===== src/rtl/wb_warmboot_ctl.sv =====
// Warm-boot control slave: key-protected arm/abort, prescaled countdown,
// and a two-cycle select-to-boot setup window before boot_now asserts.
module wb_warmboot_ctl #(
    parameter int          DELAY_W    = 16,
    parameter int          PRESCALE_W = 10,
    parameter logic [15:0] KEY        = 16'hB007
) (
    input  logic        clk,
    input  logic        rst_n,
    input  logic [1:0]  wb_addr,
    input  logic [31:0] wb_wdata,
    output logic [31:0] wb_rdata,
    input  logic        wb_we,
    input  logic        wb_cyc,
    output logic        wb_ack,
    output logic        boot_now,
    output logic [1:0]  boot_sel
);

    localparam logic [1:0] S_IDLE  = 2'd0;
    localparam logic [1:0] S_ARMED = 2'd1;
    localparam logic [1:0] S_SETUP = 2'd2;
    localparam logic [1:0] S_FIRE  = 2'd3;

    logic [1:0]            state;
    logic [DELAY_W-1:0]    delay;
    logic [DELAY_W-1:0]    count;
    logic [PRESCALE_W-1:0] presc;
    logic                  setup_cnt;
    logic                  key_err;

    logic        wr;
    logic        wr_ctrl;
    logic        key_ok;
    logic        arm_cmd;
    logic        abort_cmd;
    logic        arm_ok;
    logic        tick;
    logic [31:0] rd_mux;

    assign wr        = wb_cyc & wb_we & wb_ack;
    assign wr_ctrl   = wr & (wb_addr == 2'd0);
    assign key_ok    = (wb_wdata[31:16] == KEY);
    assign arm_cmd   = wr_ctrl & key_ok & wb_wdata[2] & ~wb_wdata[3];
    assign abort_cmd = wr_ctrl & key_ok & wb_wdata[3];
    assign arm_ok    = arm_cmd & ((state == S_IDLE) | (state == S_ARMED));
    assign tick      = &presc;
    assign boot_now  = (state == S_FIRE);

    always_comb begin
        rd_mux = '0;
        case (wb_addr)
            2'd0: begin
                rd_mux[31:30]        = state;
                rd_mux[29]           = key_err;
                rd_mux[17:16]        = boot_sel;
                rd_mux[DELAY_W-1:0]  = count;
            end
            2'd1:    rd_mux[DELAY_W-1:0] = delay;
            default: rd_mux = '0;
        endcase
    end

    always_ff @(posedge clk or negedge rst_n) begin
        if (!rst_n) begin
            wb_ack   <= 1'b0;
            wb_rdata <= '0;
        end else begin
            wb_ack   <= wb_cyc & ~wb_ack;
            wb_rdata <= (wb_cyc & ~wb_ack) ? rd_mux : '0;
        end
    end

    always_ff @(posedge clk or negedge rst_n) begin
        if (!rst_n) begin
            delay   <= '0;
            key_err <= 1'b0;
        end else begin
            if (wr && wb_addr == 2'd1)
                delay <= wb_wdata[DELAY_W-1:0];
            if (wr_ctrl)
                key_err <= ~key_ok;
        end
    end

    always_ff @(posedge clk or negedge rst_n) begin
        if (!rst_n)
            presc <= '0;
        else if (arm_ok)
            presc <= '0;
        else
            presc <= presc + 1'b1;
    end

    // Keyed commands take priority over the countdown in ARMED
    always_ff @(posedge clk or negedge rst_n) begin
        if (!rst_n) begin
            state     <= S_IDLE;
            count     <= '0;
            boot_sel  <= 2'd0;
            setup_cnt <= 1'b0;
        end else begin
            case (state)
                S_IDLE: begin
                    if (arm_cmd) begin
                        state    <= S_ARMED;
                        count    <= delay;
                        boot_sel <= wb_wdata[1:0];
                    end
                end
                S_ARMED: begin
                    if (abort_cmd) begin
                        state    <= S_IDLE;
                        boot_sel <= 2'd0;
                    end else if (arm_cmd) begin
                        count    <= delay;
                        boot_sel <= wb_wdata[1:0];
                    end else if (count == '0) begin
                        state     <= S_SETUP;
                        setup_cnt <= 1'b0;
                    end else if (tick) begin
                        count <= count - 1'b1;
                    end
                end
                S_SETUP: begin
                    if (setup_cnt)
                        state <= S_FIRE;
                    else
                        setup_cnt <= 1'b1;
                end
                default: ;
            endcase
        end
    end

endmodule


===== config.mk =====
export PLATFORM = sky130hd
export DESIGN_NAME = wb_warmboot_ctl
export DESIGN_NICKNAME = d
export VERILOG_FILES = /design/src/rtl/wb_warmboot_ctl.sv
export SDC_FILE = /design/constraint.sdc
export NUM_CORES = 1
export LEC_CHECK = 0
export CORE_ASPECT_RATIO = 1.2
export CORE_MARGIN = 4
export CORE_UTILIZATION = 40
export CTS_BUF_LIST = sky130_fd_sc_hd__clkbuf_2 sky130_fd_sc_hd__clkbuf_4 sky130_fd_sc_hd__clkbuf_8
export DETAILED_ROUTE_END_ITERATION = 8
export HOLD_SLACK_MARGIN = 0.12
export PLACE_DENSITY = 0.75
export REMOVE_ABC_BUFFERS = 1
export SLEW_MARGIN = 0
export SYNTH_ARGS = -nofsm -noshare
export SYNTH_HDL_FRONTEND = slang
export SYNTH_SLANG_ARGS = --single-unit

===== constraint.sdc =====
create_clock -name clk -period 2.1 [get_ports clk]
set_input_delay 0.42 -clock clk [delete_from_list [all_inputs] [get_ports clk]]
set_output_delay 0.42 -clock clk [all_outputs]
set_load 0.01 [all_outputs]

# Word-level counts from Yosys, hierarchy flattened
# Cells that the tools add are included.
[classes] n_addsub=2 muxes=24 n_reduce_logical=11 bitwise=13 n_eq_ne=14
[op_table] op="$mux W16" count=5
[op_table] op="$pmux W16 S2" count=2
[op_table] op="$mux W32" count=1
[op_table] op="$eq A16 B16 Y1 const B" count=1
[op_table] op="$logic_not A16 Y1" count=1
[op_table] op="$mux W2" count=8
[op_table] op="$sub A16 B1 Y16 const B" count=1
[op_table] op="$add A10 B1 Y10 const B" count=1
[op_table] op="$mux W10" count=1
[op_table] op="$reduce_and A10 Y1" count=1
[op_table] op="$reduce_and A5 Y1" count=2
[op_table] op="$and A1 B1 Y1" count=9
[op_table] op="$ne A3 B3 Y1 const B" count=3
[op_table] op="$ne A2 B2 Y1 const B" count=4
[op_table] op="$pmux W2 S3" count=1
[op_table] op="$eq A2 B1 Y1 const B" count=2
[op_table] op="$eq A2 B2 Y1 const B" count=2
[op_table] op="$logic_not A2 Y1" count=2
[op_table] op="$pmux W2 S2" count=1
[op_table] op="$reduce_and A4 Y1" count=1
[op_table] op="$reduce_bool A2 Y1" count=2
[op_table] op="$mux W1" count=3
[op_table] op="$mux W3" count=1
[op_table] op="$ne A3 B2 Y1 const B" count=1
[op_table] op="other kinds (6)" count=8
[totals] out_inout_bits=36 in_bits=38 wordCells=73 regBits=81

# Logic depth before layout (Yosys ltp)
# Gate-level depths: netlist of the first run.
[depth] depth_word=9 mapped_depth=10 ltp_nobuf=8

# Worst setup path after synthesis of the first run
# No wires, ideal clock.
[synth_path] path_kind="input to register" start="input port wb_wdata[21]" end="register count[8]" required_ns=1.970 setup_ns=0.130 path_slack_ns=-0.096 t_arrival_ns=2.066 stages=8 n_path_buf=2 path_cell_list="nand4bb_1 > or3_1 > or3_1 > and3_1 > buf_2 > buf_6 > a211oi_1 > a21oi_2"
[synth_via] elab_chain_len=7 elab_cells_between_ends=13 classes_between="eq/ne (5); mux (3); bitwise (4); reduce/logical (1)"
[synth_rtl] item="start: declaration" line_no="11" text="input logic [31:0] wb_wdata,"
[synth_rtl] item="$eq A16 B16 Y1 *" line_no="43" text="assign key_ok = (wb_wdata[31:16] == KEY);"
[synth_rtl] item="$and A1 B1 Y1 *" line_no="44, 45"
[synth_rtl] item="$and A1 B1 Y1 (2 in series)" line_no="44" text="assign arm_cmd = wr_ctrl & key_ok & wb_wdata[2] & ~wb_wdata[3];"
[synth_rtl] item="$mux W16" line_no="115" text="end else if (arm_cmd) begin"
[synth_rtl] item="$mux W16" line_no="112" text="if (abort_cmd) begin"
[synth_rtl] item="$pmux W16 S2" line_no="103" text="case (state)"
[synth_rtl] item="end signal: assignment" line_no="107" text="count <= delay;"
[synth_rtl] item="end signal: assignment" line_no="116" text="count <= delay;"
[synth_rtl] item="end signal: assignment" line_no="122" text="count <= count - 1'b1;"
[synth_rtl] item="end: declaration" line_no="27" text="logic [DELAY_W-1:0] count;"
# Every way passes the cells marked *; elsewhere a longest branch is shown, timed or not. The select of a mux whose other input is x is not followed.
# A chain may end at the register's enable or synchronous reset.

# Worst setup path after layout of the first run
[layout_path] start="register count[1]" end="register count[12]"
[layout_via] elab_chain_len=6 elab_cells_between_ends=9 classes_between="add/sub (1); eq/ne (1); mux (5); reduce/logical (2)"
[layout_rtl] item="$sub A16 B1 Y16" line_no="122"
[layout_rtl] item="$mux W16" line_no="121" text="end else if (tick) begin"
[layout_rtl] item="$mux W16" line_no="118" text="end else if (count == '0) begin"
[layout_rtl] item="$mux W16" line_no="115"
[layout_rtl] item="$mux W16" line_no="112"
[layout_rtl] item="$pmux W16 S2" line_no="103"
# Several ways; a longest one is shown, not always the timed one. The select of a mux whose other input is x is not followed.

==> qor.yml, run 1 <==
run_status:
  status: "finished clean"
route:
  via_per_inst: 5.28
  initialDrtViolationCount: 168
  final_antenna_net_count: 0
  drcViolationCount: 0
  routed_wl_um: 9480
  vias: 3065
  wl_per_cell_um: 16.3
  dr.pass1.iters: 4
sta:
  rsz0062_at_grt: "yes"
  hold_violations: 0
  finClkSkew_ns: 0.0120
  finalCritPeriodShare_pct: 99.9
  period_needed_ns: 2.10
  finalSetupViolations: 0
  max_freq_ghz: 0.477
  slew_viol_final: 0
pwr:
  power_w: 0.00291
  p_leak_nw: 2.40
  p_per_area_nw_per_um2: 552
  peakVddDrop_mv: 0.336
critical_path:
  cp.depth: 8
  path_buf_inv: 1
  cp_top_family: "simple AND/OR/NAND/NOR gates"
  r2r_cells: 8
  regToRegSetupSlack_ns: 0.002
  worstSetupPathType: "reg -> reg"
  r2r_start: "count[1]$_DFFE_PN0P_"
  crit_fanout: 4
  r2r-end: "count[12]$_DFFE_PN0P_"
  crit_chain: "inv_2 > ha_2 > nor3b_4 > nand2_1 > or4_4 > nor4_4 > a21oi_1 > a21o_1"
  crit_required_ns: 2.35
  crit_slowest_cell: "or4_4"
  start_kind: "flip-flop"
  cp_data_arrival_time_ns: 2.34
  end_kind: "flip-flop"
  slowest_delay_ns: 0.50
synthesis:
  synth_ff_type: "dfrtp_1"
  syn-mean-instance-area_um2: 10.9
  synth_cell_types: 59
  ys_seq_area_share_pct: 47.6
  ys_warn_count: 0
  syn_inst: 337
  synth-async-reset-ratio_pct: 100
  yosys_register_bits: 70
  syn-cell-area_um2: 3680
  synth_edf_count: 0
global_routing:
  grtUsageMet2_pct: 32.0
  use_met3_pct: 4.65
  grt_pass1_vias: 3259
  grt_busiest_layer: "met2"
  overflow: 0
  grt_pass1_wl_um: 15400
  grtUsageTotal_pct: 18.3
  grt_antenna_before_repair: 0
  grt_util_met1_pct: 21.2
  grt_max_degree: 55
floorplan:
  dieArea_um2: 10800
  die_w_um: 95.6
  die_y_um: 113
  rows: 38
  pin_count: 74
  core_area_um2: 9030
  start_util_pct: 40.7
finish:
  fin_cells: 581
  drive_gt1_share_pct: 36.2
  mostFrequentLayoutCells: "dfrtp_1, buf_4, clkdlybuf4s50_1"
  stdcell_area_um2: 5270
  final_common_cell: "dfrtp_1"
  fillers: 747
  finalNetCount: 506
  area.growth.synth_to_final_pct: 43.3
  multi_input_area_um2: 2030
  diodes: 0
  register_area_um2: 1750
clock_network:
  cts_max_level: 3
  clk_pin_slew_ns: 0.07
  cts_root_buffer: "clkbuf_8"
  cts_buffers: 9
  tritoncts: "done"
  cts.sinks: 70
  ctsLongestPathBuffers: 2
  clk_latency_ns: 0.36
worst_hold_path:
  holdPathEnd: "wb_ack$_DFF_PN0_"
  min_path_cells: 2
  holdCritStartpoint: "wb_cyc"
  worstHoldPathType: "in -> reg"
placement:
  io_buffers: 62
  placed_area_um2: 4780
  dp_hpwl_um: 6500
  dpl.cell_count: 560
  gp_congestion: 0.858
flow_run:
  maxCapViolCount: 0
[cells by family after synthesis]
family	share of synthesized area, %
and+or+nand+nor	19.3
DFF	47.6
AOI/OAI and AO/OA	11.7
muxes	10.6
buffers and inverters	5.81
adders and majority gates	3.06
xor gates and xnor gates	1.90
other	0.102
[synthesized netlist by cell type (3+ instances only)]
cell type	count	share of area [%]
nor4b_1	4	0.95
and3_1	5	0.85
nor3_1	9	1.2
and2_1	4	0.68
xor2_1	6	1.4
o21ai_1	11	1.5
a21o_1	3	0.61
ha_1	9	3.1
a31oi_1	3	0.51
a21oi_1	5	0.68
clkbuf_1	7	0.71
mux2i_1	21	5.7
nor2b_1	3	0.51
nand2_1	7	0.71
nand3_1	13	1.8
a211oi_1	11	2.2
a21oi_2	12	2.9
dfrtp_1	70	48
nor2_1	40	4.1
and4_1	3	0.71
buf_2	3	0.41
o21ai_0	4	0.54
buf_4	11	2.2
nor4_1	4	0.68
mux2_2	16	4.9
inv_1	10	1.0
[state kept, by name, indices dropped and copies added, names as in the netlist]
| name | cells |
|---|---|
| wb_ack | 1 |
| state | 2 |
| count | 16 |
| wb_rdata | 21 |
| presc | 10 |
| boot_sel | 2 |
| key_err | 1 |
| setup_cnt | 1 |
| delay | 16 |
[what timing repair did]
action / in CTS / in global routing
endpoints found under the setup margin: 20 / 20
pin swaps: 13 / 7
hold endpoints to repair: 16 / 0
cloned: 1 / 0
resized for setup: 52 / 45
buffers inserted: 6 / 1
hold buffers: 1 / 0
[stage by stage]
stage	utilization (%)	setup WS [ns]	hold slack, ns	setup TNS (ns)
after CTS	56.9	-0.0159	0.513	-0.0159
final	58.4	0.00174	0.515	0
after detailed placement	52.9	-0.625	0.383	-15.70
after global placement	52.9	-0.543	0.369	-13.38
after floorplan	-	-0.776	0.124	-10.98
after global routing	58.4	-0.0911	0.522	-0.354
[worst max path at each step]
stage	from	end	slack (ns)
finish	count[1]$_DFFE_PN0P_	count[12]$_DFFE_PN0P_	0.002
global route	count[1]$_DFFE_PN0P_	count[12]$_DFFE_PN0P_	-0.09
CTS	wb_ack$_DFF_PN0_	count[12]$_DFFE_PN0P_	-0.02
detailed placement	wb_wdata[23]	count[12]$_DFFE_PN0P_	-0.63
global placement	wb_wdata[23]	count[12]$_DFFE_PN0P_	-0.54
floorplan	state[1]$_DFFE_PN0P_	count[12]$_DFFE_PN0P_	-0.78
[final cells by class]
| class | instances | area share, % |
|---|---|---|
| Clock buffer | 11 | 2.75 |
| Clock inverter | 2 | 0.664 |
| Inverter | 10 | 0.712 |
| Multi-Input combinational cell | 242 | 38.4 |
| Sequential cell | 70 | 33.2 |
| Tap cell | 120 | 2.85 |
| Timing Repair Buffer | 126 | 21.4 |
[routing by layer]
layer | up-vias | routed length (µm)
met3 | 22 | 446
met2 | 89 | 5080
met1 | 1530 | 3740
met4 | 0 | 223
li1 | 1424 | -
met5 | - | 0
[power by group]
part           leakage [nW]  switching (W)  internal, W
sequential            0.908      0.0000689      0.00144
combinational          1.39       0.000163     0.000205
clock                0.0945       0.000463     0.000572
Power figures use the tool's default switching activity.
==> inputs of run 2 (changes only) <==
Settings changed: CORE_UTILIZATION 40 to 48, PLACE_DENSITY 0.75 to 0.86.
==> run 2 against run 1 <==
  * Utilization is 15 points higher
  * Critical path depth is 1 higher
  * Die area is 15% lower
  * Via count is 7.0% higher
  * Routed wire length is 21% higher
  * Maximum frequency is 5.4% lower
  * Sequential power hardly changed
  * Count of clock-buffer cells in the layout stayed put
  * Setup slack worse by 0.12 ns
  * The flow now finishes with violations (setup timing)
  * Highest routed layer unchanged
  * Critical path type unchanged
  * Flip-flop and latch count stayed put
  * Clock skew is 0.00078 ns lower
==> qor.yml, run 2 (same netlist as run 1, synthesis figures left out) <==
run_status:
  status: "finished with violations"
  failed_checks: "setup timing"
finish:
  register_area_um2: 1750
  drive_gt1_share_pct: 38.2
  top_register: "wb_rdata"
  area.growth.synth_to_final_pct: 47.0
  mostFrequentLayoutCells: "dfrtp_1, buf_4, clkdlybuf4s50_1"
  final_common_cell: "dfrtp_1"
  fillers: 468
  multi_input_area_um2: 2100
  top_regs: "wb_rdata x21, count x16, delay x16"
  largest_reg_flops: 21
  stdcell_area_um2: 5410
  finalNetCount: 511
  diodes: 0
placement:
  dp_hpwl_um: 6610
  post-place-ws_ns: -0.657
  io_buffers: 62
  gp_congestion: 0.893
  placed_area_um2: 4730
critical_path:
  end_kind: "flip-flop"
  start_kind: "flip-flop"
  cp_data_arrival_time_ns: 2.48
  crit_slowest_cell: "or4_4"
  crit_required_ns: 2.36
  worstSetupPathType: "reg -> reg"
  crit_fanout: 4
  crit_chain: "inv_2 > buf_6 > ha_4 > nor3b_4 > nand2_1 > or4_4 > nor4_4 > a21oi_1 > a21o_1"
  slowest_delay_ns: 0.50
sta:
  setup_ws_ns: -0.119
  finalCritPeriodShare_pct: 106
  finalSetupViolations: 10
  rsz0062_at_grt: "yes"
  period_needed_ns: 2.22
  max_freq_ghz: 0.451
  slew_viol_final: 0
  hold_violations: 0
  finClkSkew_ns: 0.0112
clock_network:
  cts_root_buffer: "clkbuf_8"
  cts.sinks: 70
  clk_latency_ns: 0.36
  tritoncts: "done"
  clk_pin_slew_ns: 0.08
  cts_buffers: 9
  ctsLongestPathBuffers: 2
  cts_max_level: 3
global_routing:
  use_met3_pct: 3.49
  grt_pass1_wl_um: 15900
  grt_antenna_before_repair: 0
  grt_util_met1_pct: 26.4
  grtUsageMet2_pct: 37.2
  grt_pass1_vias: 3321
  grtUsageTotal_pct: 22.0
  overflow: 0
  grt_max_degree: 42
  grt_busiest_layer: "met2"
pwr:
  p_per_area_nw_per_um2: 560
  peakVddDrop_mv: 0.558
  p_leak_nw: 2.53
  power_w: 0.00303
route:
  vias: 3281
  final_antenna_net_count: 0
  routed_wl_um: 11500
  dr.pass1.iters: 4
  wl_per_cell_um: 20.5
  drcViolationCount: 0
  via_per_inst: 5.87
  initialDrtViolationCount: 245
floorplan:
  dieArea_um2: 9140
  core_area_um2: 7360
  start_util_pct: 50.0
  die_y_um: 104
  pin_count: 74
  rows: 34
  die_w_um: 87.9
worst_hold_path:
  worstHoldPathType: "reg -> reg"
flow_run:
  maxCapViolCount: 0
run 2: worst paths after layout:
| path | endpoint | start | slack, ns | depth (start not counted) |
|---|---|---|---|---|
| setup / recovery | count[12]$_DFFE_PN0P_ | count[0]$_DFFE_PN0P_ | -0.12 | 9 |
| setup reg to reg | count[12]$_DFFE_PN0P_ | count[0]$_DFFE_PN0P_ | -0.12 | 9 |
| hold / removal | presc[0]$_DFF_PN0_ | presc[0]$_DFF_PN0_ | 0.51 | 1 |
| max in group asynchronous | delay[10]$_DFFE_PN0P_ | rst_n | 1.01 | 3 |
| min in group asynchronous | wb_ack$_DFF_PN0_ | rst_n | 0.52 | 2 |
| hold reg to reg | presc[0]$_DFF_PN0_ | presc[0]$_DFF_PN0_ | 0.51 | 1 |
run 2: timing repair:
item / in CTS / in global routing
cloned: 0 / 2
gates resized for setup: 44 / 61
hold endpoints to repair: 14 / 0
setup buffers: 3 / 7
pin swaps: 7 / 20
hold buffers: 1 / 0
endpoints found under the setup margin: 20 / 31
run 2: cell type report:
cell class | instances | share of cell area [%]
clock buffer | 11 | 2.57
clock inverter | 5 | 1.11
sequential | 70 | 32.4
tap | 90 | 2.08
inverter | 10 | 0.693
multi-input combinational | 243 | 38.8
timing repair buffer | 130 | 22.4
run 2: where the power goes:
group,internal (W),switching (W)
Sequential,0.00144,0.0000771
Clock,0.000577,0.000545
Combinational,0.000213,0.000181
Total,0.00223,0.000803
run 2: stage by stage:
| step | cells | util [%] | setup TNS (ns) | hold WS, ns |
|---|---|---|---|---|
| floorplan | 322 | - | -10.98 | 0.124 |
| global placement | 531 | 64.3 | -13.43 | 0.364 |
| detailed placement | 531 | 64.3 | -15.48 | 0.369 |
| CTS | 551 | 69.5 | -0.376 | 0.506 |
| global route | 559 | 73.5 | -1.01 | 0.540 |
| finish | 559 | 73.5 | -0.494 | 0.506 |
run 2: layer usage:
metal  up-vias  wire length [µm]
met5         -                 0
li1       1446                 -
met4         0               536
met2       165              5950
met1      1618              4290
met3        52               701
run 2: worst max-delay path: cells and delay by family (launching register included):
family | cells | cell delay [ns]
simple gates | 4 | 1.04
compound gates | 2 | 0.32
flops | 1 | 0.43
fa+ha+maj | 1 | 0.13
buf+inv | 2 | 0.19
